===== src/rtl/link_recovery_ctrl_pkg.sv =====
// Shared state encoding, tune direction constants and counter widths for the
// link recovery sequencer.
package link_ctrl_pkg;

  typedef enum logic [2:0] {
    ST_IDLE     = 3'd0,
    ST_MONITOR  = 3'd1,
    ST_TUNE_REQ = 3'd2,
    ST_SETTLE   = 3'd3,
    ST_TRAIN    = 3'd4,
    ST_BACKOFF  = 3'd5,
    ST_FAILED   = 3'd6
  } state_t;

  localparam logic TUNE_HEAT = 1'b0;
  localparam logic TUNE_COOL = 1'b1;

  localparam int RETRY_W  = 4;
  localparam int MAG_W    = 4;
  localparam int REC_W    = 16;
  localparam int OUTAGE_W = 32;
  localparam int TIMER_W  = 32;

  // Timer load for a wait of (base << n) cycles; the timer counts down to zero inclusive.
  function automatic logic [TIMER_W-1:0] backoff_load(input logic [TIMER_W-1:0] base,
                                                      input logic [RETRY_W-1:0] n);
    return (base << n) - TIMER_W'(1);
  endfunction

endpackage


===== src/rtl/link_recovery_ctrl_if.sv =====
// Plant/monitor-facing signal bundle of the link recovery sequencer.
interface link_recovery_ctrl_if;
  import link_ctrl_pkg::*;

  logic                enable;
  logic                link_up;
  logic                tune_ack;
  logic                frame_valid;
  logic                tune_req;
  logic                tune_dir;
  logic [MAG_W-1:0]    tune_mag;
  logic [2:0]          state;
  logic [RETRY_W-1:0]  retry_cnt;
  logic [REC_W-1:0]    recoveries;
  logic [OUTAGE_W-1:0] outage_cycles;
  logic                failed;

  modport master (
    output enable, link_up, tune_ack,
    input  frame_valid, tune_req, tune_dir, tune_mag, state, retry_cnt,
           recoveries, outage_cycles, failed
  );

  modport slave (
    input  enable, link_up, tune_ack,
    output frame_valid, tune_req, tune_dir, tune_mag, state, retry_cnt,
           recoveries, outage_cycles, failed
  );

endinterface


===== src/rtl/link_recovery_ctrl_cycle_timer.sv =====
// Loadable down-counter shared by all timed phases; it parks at zero, where
// expired stays high until the next load.
module cycle_timer
  import link_ctrl_pkg::*;
(
  input  logic               clk,
  input  logic               rst_n,
  input  logic               load,
  input  logic [TIMER_W-1:0] load_val,
  output logic [TIMER_W-1:0] value,
  output logic               expired
);

  logic [TIMER_W-1:0] value_q, value_d;

  always_comb begin
    value_d = value_q;
    if (load) begin
      value_d = load_val;
    end else if (value_q != '0) begin
      value_d = value_q - TIMER_W'(1);
    end
  end

  always_ff @(posedge clk or negedge rst_n) begin
    if (!rst_n) begin
      value_q <= '0;
    end else begin
      value_q <= value_d;
    end
  end

  assign value   = value_q;
  assign expired = (value_q == '0);

endmodule


===== src/rtl/link_recovery_ctrl.sv =====
// Link recovery sequencer: gates frame valid into the link monitor path and
// runs a bounded retune / settle / retrain / backoff loop on sustained link loss.
//
// state    | meaning
// IDLE     | controller parked, no frames
// MONITOR  | frames on, counting consecutive link-down cycles
// TUNE_REQ | tune step requested, held until ack
// SETTLE   | thermal settling after the tune step
// TRAIN    | frames on, waiting for link_up within the frame budget
// BACKOFF  | exponential wait before the next tune step
// FAILED   | retries exhausted, sticky until enable drops
module link_recovery_ctrl
  import link_ctrl_pkg::*;
#(
  parameter int SETTLE_CYCLES = 64,
  parameter int TRAIN_FRAMES  = 32,
  parameter int BACKOFF_BASE  = 16,
  parameter int MAX_RETRIES   = 4
) (
  input logic                 clk,
  input logic                 rst_n,
  link_recovery_ctrl_if.slave bus
);

  if (MAX_RETRIES < 1 || MAX_RETRIES > 15) begin : g_bad_retries
    $error("link_recovery_ctrl: MAX_RETRIES must be within 1..15");
  end
  if (BACKOFF_BASE < 1 || (longint'(BACKOFF_BASE) << 15) > longint'(32'hFFFF_FFFF)) begin : g_bad_backoff
    $error("link_recovery_ctrl: BACKOFF_BASE << 15 must fit in 32 bits");
  end
  if (SETTLE_CYCLES < 1 || TRAIN_FRAMES < 1) begin : g_bad_timing
    $error("link_recovery_ctrl: SETTLE_CYCLES and TRAIN_FRAMES must be at least 1");
  end

  localparam logic [TIMER_W-1:0] TRAIN_LOAD  = TIMER_W'(TRAIN_FRAMES - 1);
  localparam logic [TIMER_W-1:0] SETTLE_LOAD = TIMER_W'(SETTLE_CYCLES - 1);
  localparam logic [TIMER_W-1:0] BACKOFF_B   = TIMER_W'(BACKOFF_BASE);
  localparam logic [RETRY_W-1:0] RETRY_LIMIT = RETRY_W'(MAX_RETRIES);

  state_t              state_q, state_d;
  logic [RETRY_W-1:0]  retry_q, retry_d, retry_inc;
  logic [REC_W-1:0]    recov_q, recov_d;
  logic [OUTAGE_W-1:0] outage_q, outage_d;
  logic                abort_q, abort_d;
  logic                timer_load, timer_expired;
  logic [TIMER_W-1:0]  timer_val, timer_unused_value;

  cycle_timer u_timer (
    .clk      (clk),
    .rst_n    (rst_n),
    .load     (timer_load),
    .load_val (timer_val),
    .value    (timer_unused_value),
    .expired  (timer_expired)
  );

  always_comb begin
    state_d    = state_q;
    retry_d    = retry_q;
    recov_d    = recov_q;
    outage_d   = outage_q;
    abort_d    = 1'b0;
    timer_load = 1'b0;
    timer_val  = TRAIN_LOAD;
    retry_inc  = retry_q + RETRY_W'(1);

    if (state_q inside {ST_TUNE_REQ, ST_SETTLE, ST_TRAIN, ST_BACKOFF, ST_FAILED} &&
        outage_q != '1) begin
      outage_d = outage_q + OUTAGE_W'(1);
    end

    case (state_q)
      ST_IDLE: begin
        if (bus.enable) begin
          state_d    = ST_MONITOR;
          timer_load = 1'b1;
        end
      end
      ST_MONITOR: begin
        if (!bus.enable) begin
          state_d = ST_IDLE;
        end else if (bus.link_up) begin
          timer_load = 1'b1;
        end else if (timer_expired) begin
          state_d = ST_TUNE_REQ;
        end
      end
      ST_TUNE_REQ: begin
        // A disable seen at any point of the request is remembered until the ack.
        abort_d = abort_q | ~bus.enable;
        if (bus.tune_ack) begin
          abort_d = 1'b0;
          if (abort_q || !bus.enable) begin
            state_d = ST_IDLE;
          end else begin
            state_d    = ST_SETTLE;
            timer_load = 1'b1;
            timer_val  = SETTLE_LOAD;
          end
        end
      end
      ST_SETTLE: begin
        if (!bus.enable) begin
          state_d = ST_IDLE;
        end else if (timer_expired) begin
          state_d    = ST_TRAIN;
          timer_load = 1'b1;
        end
      end
      ST_TRAIN: begin
        if (!bus.enable) begin
          state_d = ST_IDLE;
        end else if (bus.link_up) begin
          state_d    = ST_MONITOR;
          retry_d    = '0;
          timer_load = 1'b1;
          if (recov_q != '1) recov_d = recov_q + REC_W'(1);
        end else if (timer_expired) begin
          retry_d = retry_inc;
          if (retry_inc == RETRY_LIMIT) begin
            state_d = ST_FAILED;
          end else begin
            state_d    = ST_BACKOFF;
            timer_load = 1'b1;
            timer_val  = backoff_load(BACKOFF_B, retry_inc);
          end
        end
      end
      ST_BACKOFF: begin
        if (!bus.enable) begin
          state_d = ST_IDLE;
        end else if (timer_expired) begin
          state_d = ST_TUNE_REQ;
        end
      end
      ST_FAILED: begin
        if (!bus.enable) state_d = ST_IDLE;
      end
      default: state_d = ST_IDLE;
    endcase

    if (state_d == ST_IDLE) retry_d = '0;
  end

  always_ff @(posedge clk or negedge rst_n) begin
    if (!rst_n) begin
      state_q  <= ST_IDLE;
      retry_q  <= '0;
      recov_q  <= '0;
      outage_q <= '0;
      abort_q  <= 1'b0;
    end else begin
      state_q  <= state_d;
      retry_q  <= retry_d;
      recov_q  <= recov_d;
      outage_q <= outage_d;
      abort_q  <= abort_d;
    end
  end

  // Tune fields are only meaningful alongside the request and read zero otherwise.
  assign bus.frame_valid   = (state_q == ST_MONITOR) || (state_q == ST_TRAIN);
  assign bus.tune_req      = (state_q == ST_TUNE_REQ);
  assign bus.tune_dir      = (state_q == ST_TUNE_REQ) ? (retry_q[0] ? TUNE_COOL : TUNE_HEAT) : 1'b0;
  assign bus.tune_mag      = (state_q == ST_TUNE_REQ) ? MAG_W'(retry_inc) : '0;
  assign bus.state         = state_q;
  assign bus.retry_cnt     = retry_q;
  assign bus.recoveries    = recov_q;
  assign bus.outage_cycles = outage_q;
  assign bus.failed        = (state_q == ST_FAILED);

endmodule


===== src/flat_wrapper.sv =====
// flat-port wrapper written by rule: the top's interface ports become plain ports
module link_recovery_ctrl_flat import link_ctrl_pkg::*;
#(
  parameter int SETTLE_CYCLES = 64,
  parameter int TRAIN_FRAMES  = 32,
  parameter int BACKOFF_BASE  = 16,
  parameter int MAX_RETRIES   = 4
)
  (clk, rst_n, bus_enable, bus_link_up, bus_tune_ack, bus_frame_valid, bus_tune_req, bus_tune_dir, bus_tune_mag, bus_state, bus_retry_cnt, bus_recoveries, bus_outage_cycles, bus_failed);
  link_recovery_ctrl_if bus_i ();
  input logic clk;
  input logic rst_n;
  input wire logic [$bits(bus_i.enable)-1:0] bus_enable;
  input wire logic [$bits(bus_i.link_up)-1:0] bus_link_up;
  input wire logic [$bits(bus_i.tune_ack)-1:0] bus_tune_ack;
  output wire logic [$bits(bus_i.frame_valid)-1:0] bus_frame_valid;
  output wire logic [$bits(bus_i.tune_req)-1:0] bus_tune_req;
  output wire logic [$bits(bus_i.tune_dir)-1:0] bus_tune_dir;
  output wire logic [$bits(bus_i.tune_mag)-1:0] bus_tune_mag;
  output wire logic [$bits(bus_i.state)-1:0] bus_state;
  output wire logic [$bits(bus_i.retry_cnt)-1:0] bus_retry_cnt;
  output wire logic [$bits(bus_i.recoveries)-1:0] bus_recoveries;
  output wire logic [$bits(bus_i.outage_cycles)-1:0] bus_outage_cycles;
  output wire logic [$bits(bus_i.failed)-1:0] bus_failed;
  assign bus_i.enable = bus_enable;
  assign bus_i.link_up = bus_link_up;
  assign bus_i.tune_ack = bus_tune_ack;
  assign bus_frame_valid = bus_i.frame_valid;
  assign bus_tune_req = bus_i.tune_req;
  assign bus_tune_dir = bus_i.tune_dir;
  assign bus_tune_mag = bus_i.tune_mag;
  assign bus_state = bus_i.state;
  assign bus_retry_cnt = bus_i.retry_cnt;
  assign bus_recoveries = bus_i.recoveries;
  assign bus_outage_cycles = bus_i.outage_cycles;
  assign bus_failed = bus_i.failed;
  link_recovery_ctrl #(.SETTLE_CYCLES(SETTLE_CYCLES), .TRAIN_FRAMES(TRAIN_FRAMES), .BACKOFF_BASE(BACKOFF_BASE), .MAX_RETRIES(MAX_RETRIES)) u_core (.clk(clk), .rst_n(rst_n), .bus(bus_i));
endmodule

===== config.mk =====
export PLATFORM = sky130hd
export DESIGN_NAME = link_recovery_ctrl_flat
export DESIGN_NICKNAME = d
export VERILOG_FILES = /design/src/rtl/link_recovery_ctrl_pkg.sv /design/src/rtl/link_recovery_ctrl_if.sv /design/src/rtl/link_recovery_ctrl_cycle_timer.sv /design/src/rtl/link_recovery_ctrl.sv /design/src/flat_wrapper.sv
export SDC_FILE = /design/constraint.sdc
export NUM_CORES = 1
export LEC_CHECK = 0
export ABC_AREA = 1
export BUFFER_PORTS_ARGS = -buffer_cell sky130_fd_sc_hd__buf_2
export CAP_MARGIN = 20
export CORE_ASPECT_RATIO = 1.1
export CORE_MARGIN = 1.5
export CORE_UTILIZATION = 45
export DETAILED_ROUTE_END_ITERATION = 6
export PLACE_DENSITY_LB_ADDON = 0.05
export SYNTH_ARGS = -nofsm -noshare
export SYNTH_HDL_FRONTEND = slang
export SYNTH_SLANG_ARGS = --single-unit
export TNS_END_PERCENT = 30

===== constraint.sdc =====
create_clock -name clk -period 3.15 [get_ports clk]
set_clock_uncertainty 0.15 [all_clocks]
set_input_delay 0.1575 -clock clk [delete_from_list [all_inputs] [get_ports clk]]
set_output_delay 0.1575 -clock clk [all_outputs]
set_load 0.005 [all_outputs]

==> impl_results.html <==
<table>
<tr><th>Metric</th><th>Value</th></tr>
<tr><th colspan="2">Cells and area</th></tr>
<tr><td>Fraction of layout cells with a size suffix above 1</td><td>14.9%</td></tr>
<tr><td>Synth-to-layout area growth</td><td>13.9%</td></tr>
<tr><td>Filler Cells Inserted</td><td>1370</td></tr>
<tr><td>Most frequent standard cell in the layout excluding fill and tap cells</td><td>nand2_1</td></tr>
<tr><td>Multi-input combinational cell area</td><td>3480 µm²</td></tr>
<tr><td>Antenna diode count</td><td>0</td></tr>
<tr><td>Sequential standard cell area</td><td>2200 µm²</td></tr>
<tr><td>Finished Core Util</td><td>53.0%</td></tr>
<tr><td>Most frequent cells in the layout</td><td>nand2_1, nor2_1, inv_1</td></tr>
<tr><td>Final Net Count</td><td>973</td></tr>
<tr><th colspan="2">STA</th></tr>
<tr><td>Final count of hold timing violations</td><td>0</td></tr>
<tr><td>Worst-Margin Slew</td><td>0.869 ns</td></tr>
<tr><td>Rel. slew slack</td><td>41.5%</td></tr>
<tr><td>Setup TNS</td><td>0 ns</td></tr>
<tr><td>Final count of pins violating max slew</td><td>0</td></tr>
<tr><td>Shortest period the worst path allows</td><td>2.56 ns</td></tr>
<tr><td>Peak Freq</td><td>391 MHz</td></tr>
<tr><td>Final Cycle Share</td><td>81.2%</td></tr>
<tr><td>Final setup violation count</td><td>0</td></tr>
<tr><td>Setup repair after global routing missed its margin</td><td>no</td></tr>
<tr><th colspan="2">Detailed routing</th></tr>
<tr><td>Wire length reported by the detailed router</td><td>16100 µm</td></tr>
<tr><td>DRC errors left</td><td>0</td></tr>
<tr><td>Number of vias per cell after detailed routing</td><td>5.14</td></tr>
<tr><td>Number of vias after detailed routing</td><td>5868</td></tr>
<tr><td>Routed len/inst</td><td>14.1 µm</td></tr>
<tr><td>Pre-antenna DRT Iters</td><td>5</td></tr>
<tr><td>Count of antenna-violating nets left after detailed routing</td><td>0</td></tr>
<tr><td>Number of DRC markers in iteration 0</td><td>420</td></tr>
<tr><th colspan="2">Yosys</th></tr>
<tr><td>Net count after synthesis</td><td>901</td></tr>
<tr><td>Number of standard cells after synthesis</td><td>881</td></tr>
<tr><td>Library cells used by synthesis</td><td>33</td></tr>
<tr><td>Area of the mapped netlist</td><td>6230 µm²</td></tr>
<tr><td>Syn_area_per_cell</td><td>7.07 µm²</td></tr>
<tr><td>Fraction of the yosys area taken by sequential cells</td><td>35.4%</td></tr>
<tr><td>Synthesis warning total</td><td>0</td></tr>
<tr><td>Flip-flop and latch count after synthesis</td><td>88</td></tr>
<tr><th colspan="2">Job</th></tr>
<tr><td>Max-cap violations</td><td>0</td></tr>
<tr><th colspan="2">Floorplan</th></tr>
<tr><td>DIE HEIGHT</td><td>126 µm</td></tr>
<tr><td>Number of cell rows</td><td>44</td></tr>
<tr><td>Initial core utilization</td><td>46.5%</td></tr>
<tr><td># IOs</td><td>68</td></tr>
<tr><td>CORE AREA</td><td>13400 µm²</td></tr>
<tr><td>Horizontal die dimension</td><td>115 µm</td></tr>
<tr><td>Floorplan die area</td><td>14600 µm²</td></tr>
<tr><th colspan="2">Setup path</th></tr>
<tr><td>Source of the worst register-to-register timing path</td><td>u_core.bus.retry_cnt[0]</td></tr>
<tr><td>Worst EP required</td><td>3.28 ns</td></tr>
<tr><td>Kind of start point of the critical path</td><td>flop</td></tr>
<tr><td>Cell mode on critical path</td><td>nand2_2</td></tr>
<tr><td>Ordered cell list for the critical path</td><td>ha_1 &gt; inv_1 &gt; nand2_1 &gt; nand2_2 &gt; nand2_2 &gt; inv_2 &gt; nand2_2 &gt; nand3_1 &gt; nand2_1 &gt; nand3_1 &gt; nand2_2 &gt; inv_2 &gt; nand3_1 &gt; o21ai_1</td></tr>
<tr><td>Longest individual stage delay on the worst path</td><td>0.48 ns</td></tr>
<tr><td>Critical path startpoint</td><td>u_core.bus.retry_cnt[0]</td></tr>
<tr><td>Worst Path Class, Setup</td><td>reg -&gt; reg</td></tr>
<tr><td>Biggest fanout along the worst timing path</td><td>18</td></tr>
<tr><td>Worst-path cell with the longest stage delay</td><td>dfrtp_1</td></tr>
<tr><td>Worst endpoint data arrival time</td><td>2.68 ns</td></tr>
<tr><td>Depth of the most critical reg-to-reg path</td><td>14</td></tr>
<tr><td>Number of cells on the critical path</td><td>14</td></tr>
<tr><td>Worst setup EP type</td><td>flop</td></tr>
<tr><td>Number of buffers and inverters on the critical path</td><td>3</td></tr>
<tr><td>Crit path max-delay family</td><td>simple AND/OR/NAND/NOR gates</td></tr>
<tr><th colspan="2">Clock network</th></tr>
<tr><td>Buffer cell driving the clock tree root</td><td>clkbuf_16</td></tr>
<tr><td>Clock-pin slew on the worst setup and hold paths</td><td>0.07 ns</td></tr>
<tr><td>Buffers from clock root to sink, at most</td><td>2</td></tr>
<tr><td>Setup bufs post-CTS</td><td>0</td></tr>
<tr><td>CTS H-tree depth</td><td>3</td></tr>
<tr><td>CTS buffer count</td><td>9</td></tr>
<tr><td>Sink count of the clock tree</td><td>88</td></tr>
<tr><td>TritonCTS clock tree</td><td>yes</td></tr>
<tr><td>Later-pin clock latency in the skew report</td><td>0.35 ns</td></tr>
<tr><th colspan="2">GRT</th></tr>
<tr><td>Maximum number of pins on one net before global-route repair</td><td>42</td></tr>
<tr><td>Global-route wire length before repair</td><td>27600 µm</td></tr>
<tr><td>Overall Global Routing Usage</td><td>23.7%</td></tr>
<tr><td>Number of antenna violations at the first check in global routing</td><td>0</td></tr>
<tr><td>Number of global-route vias before repair</td><td>5566</td></tr>
<tr><td>GR Overflow Total</td><td>0</td></tr>
<tr><th colspan="2">Power and ir drop</th></tr>
<tr><td>Clock power share</td><td>44.5%</td></tr>
<tr><td>Leakage</td><td>3.65 nW</td></tr>
<tr><td>Switching share of power</td><td>26.3%</td></tr>
<tr><td>Relative contribution of combinational cells to total power</td><td>11.8%</td></tr>
<tr><td>Portion of total power attributed to sequential cells</td><td>43.7%</td></tr>
<tr><td>Net Switching</td><td>0.740 mW</td></tr>
<tr><td>Areal power density over the cells</td><td>396 nW/µm²</td></tr>
<tr><td>Int Power</td><td>2.07 mW</td></tr>
<tr><td>Total power draw</td><td>2.81 mW</td></tr>
<tr><td>Max VDD drop</td><td>0.211 mV</td></tr>
<tr><th colspan="2">Outcome</th></tr>
<tr><td>Result of the run</td><td>complete, no violations</td></tr>
<tr><th colspan="2">Place</th></tr>
<tr><td>Port Buf Inserts</td><td>67</td></tr>
<tr><td>Weighted congestion reported at the end of routability-driven placement</td><td>0.935</td></tr>
<tr><td>Half-perimeter wire length of the detailed placement result</td><td>12500 µm</td></tr>
<tr><th colspan="2">Min path</th></tr>
<tr><td>Startpoint of the tightest hold check path</td><td>bus_enable</td></tr>
<tr><td>Worst Hold Depth</td><td>5</td></tr>
<tr><td>Worst min-delay path class</td><td>in -&gt; reg</td></tr>
</table>
[routing by layer]
| layer | GRT usage [%] | wire, µm |
|---|---|---|
| met1 | 33.7 | 7600 |
| met2 | 36.6 | 7350 |
| met3 | 4.01 | 901 |
| met4 | 7.84 | 269 |
| met5 | 0 | 0 |
[registers in the layout, indices dropped and copies added (netlist names)]
register,flops
u_core.abort_q,1
u_core.u_timer.value,32
u_core.bus.recoveries,16
u_core.bus.state,3
u_core.bus.outage_cycles,32
u_core.bus.retry_cnt,4
[power by group through the flow]
stage / clock (mW) / sequential [mW] / combinational, mW
2_1_floorplan: 0 / 1.24 / 0.234
3_3_place_gp: 0 / 1.24 / 0.330
3_5_place_dp: 0 / 1.25 / 0.333
4_1_cts: 1.29 / 1.23 / 0.336
5_1_grt: 1.35 / 1.23 / 0.386
6_report: 1.25 / 1.23 / 0.332
[tightest hold or removal path: stages]
cell	delay, ns
buf_2	0.15
nand2_1	0.08
inv_1	0.03
nand2_1	0.07
inv_1	0.04
[cell usage after synthesis]
cell type	instances	share of area (%)
nand2_1	221	13
nor2_1	132	8.0
inv_1	108	6.5
dfrtp_1	88	35
nand3_1	57	4.6
xor2_1	51	7.2
nand4_1	27	2.7
nor3_1	24	1.9
xnor2_1	22	3.1
o21ai_0	17	1.4
a21oi_1	15	1.2
ha_1	15	3.0
nor2_2	15	1.5
nand2_2	13	1.3
inv_2	12	0.72
o21ai_1	12	0.96
o22ai_1	7	0.70
nor4_1	6	0.60
buf_6	5	0.90
nand3b_1	5	0.60
nor2_4	5	0.90
buf_2	4	0.32
nand3_2	4	0.64
nand2_4	3	0.54
nor3_4	3	0.78
buf_4	2	0.24
o211ai_1	2	0.24
buf_1	1	0.060
nor3_2	1	0.16
o211ai_2	1	0.20
o21bai_1	1	0.12
o31ai_1	1	0.12
or2_1	1	0.10
[kinds of logic (layout without fill, tap and decap cells)]
logic type / Yosys count / after routing / share of synthesized area (%)
adders and majority gates: 15 / 15 / 3.01
xor gates and xnor gates: 73 / 73 / 10.3
AOI/OAI and AO/OA: 56 / 56 / 4.92
and+or+nand+nor: 517 / 517 / 37.7
DFF: 88 / 88 / 35.4
buffers and inverters: 132 / 208 / 8.76
[worst paths after layout]
kind                                               end  slack, ns
max reg2reg                   u_core.u_timer.value[17]       0.59
max                           u_core.u_timer.value[17]       0.59
min                                u_core.bus.state[2]       0.06
min reg2reg                             u_core.abort_q       0.35
min in group asynchronous     u_core.u_timer.value[23]       0.19
max in group asynchronous  u_core.bus.outage_cycles[4]       1.91
[through the flow]
| step | setup slack, ns | hold WS (ns) | instance area, µm² | cells |
|---|---|---|---|---|
| 2_1_floorplan | 1.01 | -0.288 | 6230 | 881 |
| 3_3_place_gp | 0.666 | 0.0422 | 6730 | 1124 |
| 3_5_place_dp | 0.571 | 0.0410 | 6730 | 1124 |
| 4_1_cts | 0.551 | 0.0373 | 7090 | 1141 |
| 5_1_grt | 0.329 | 0.0994 | 7090 | 1141 |
| 6_report | 0.593 | 0.0603 | 7090 | 1141 |
[final cells by class]
class,instances,share of cell area [%]
sequential,88,31.1
clock inverter,6,1.64
clock buffer,9,3.18
inverter,120,6.35
multi-input combinational,661,49.1
tap,184,3.25
timing repair buffer,73,5.47
[repair_timing]
action                    CTS  global route
gates resized for setup     0             0
hold endpoints to repair   40             0
hold buffers                2             0
No activity file was read; power rests on OpenSTA's default activity.
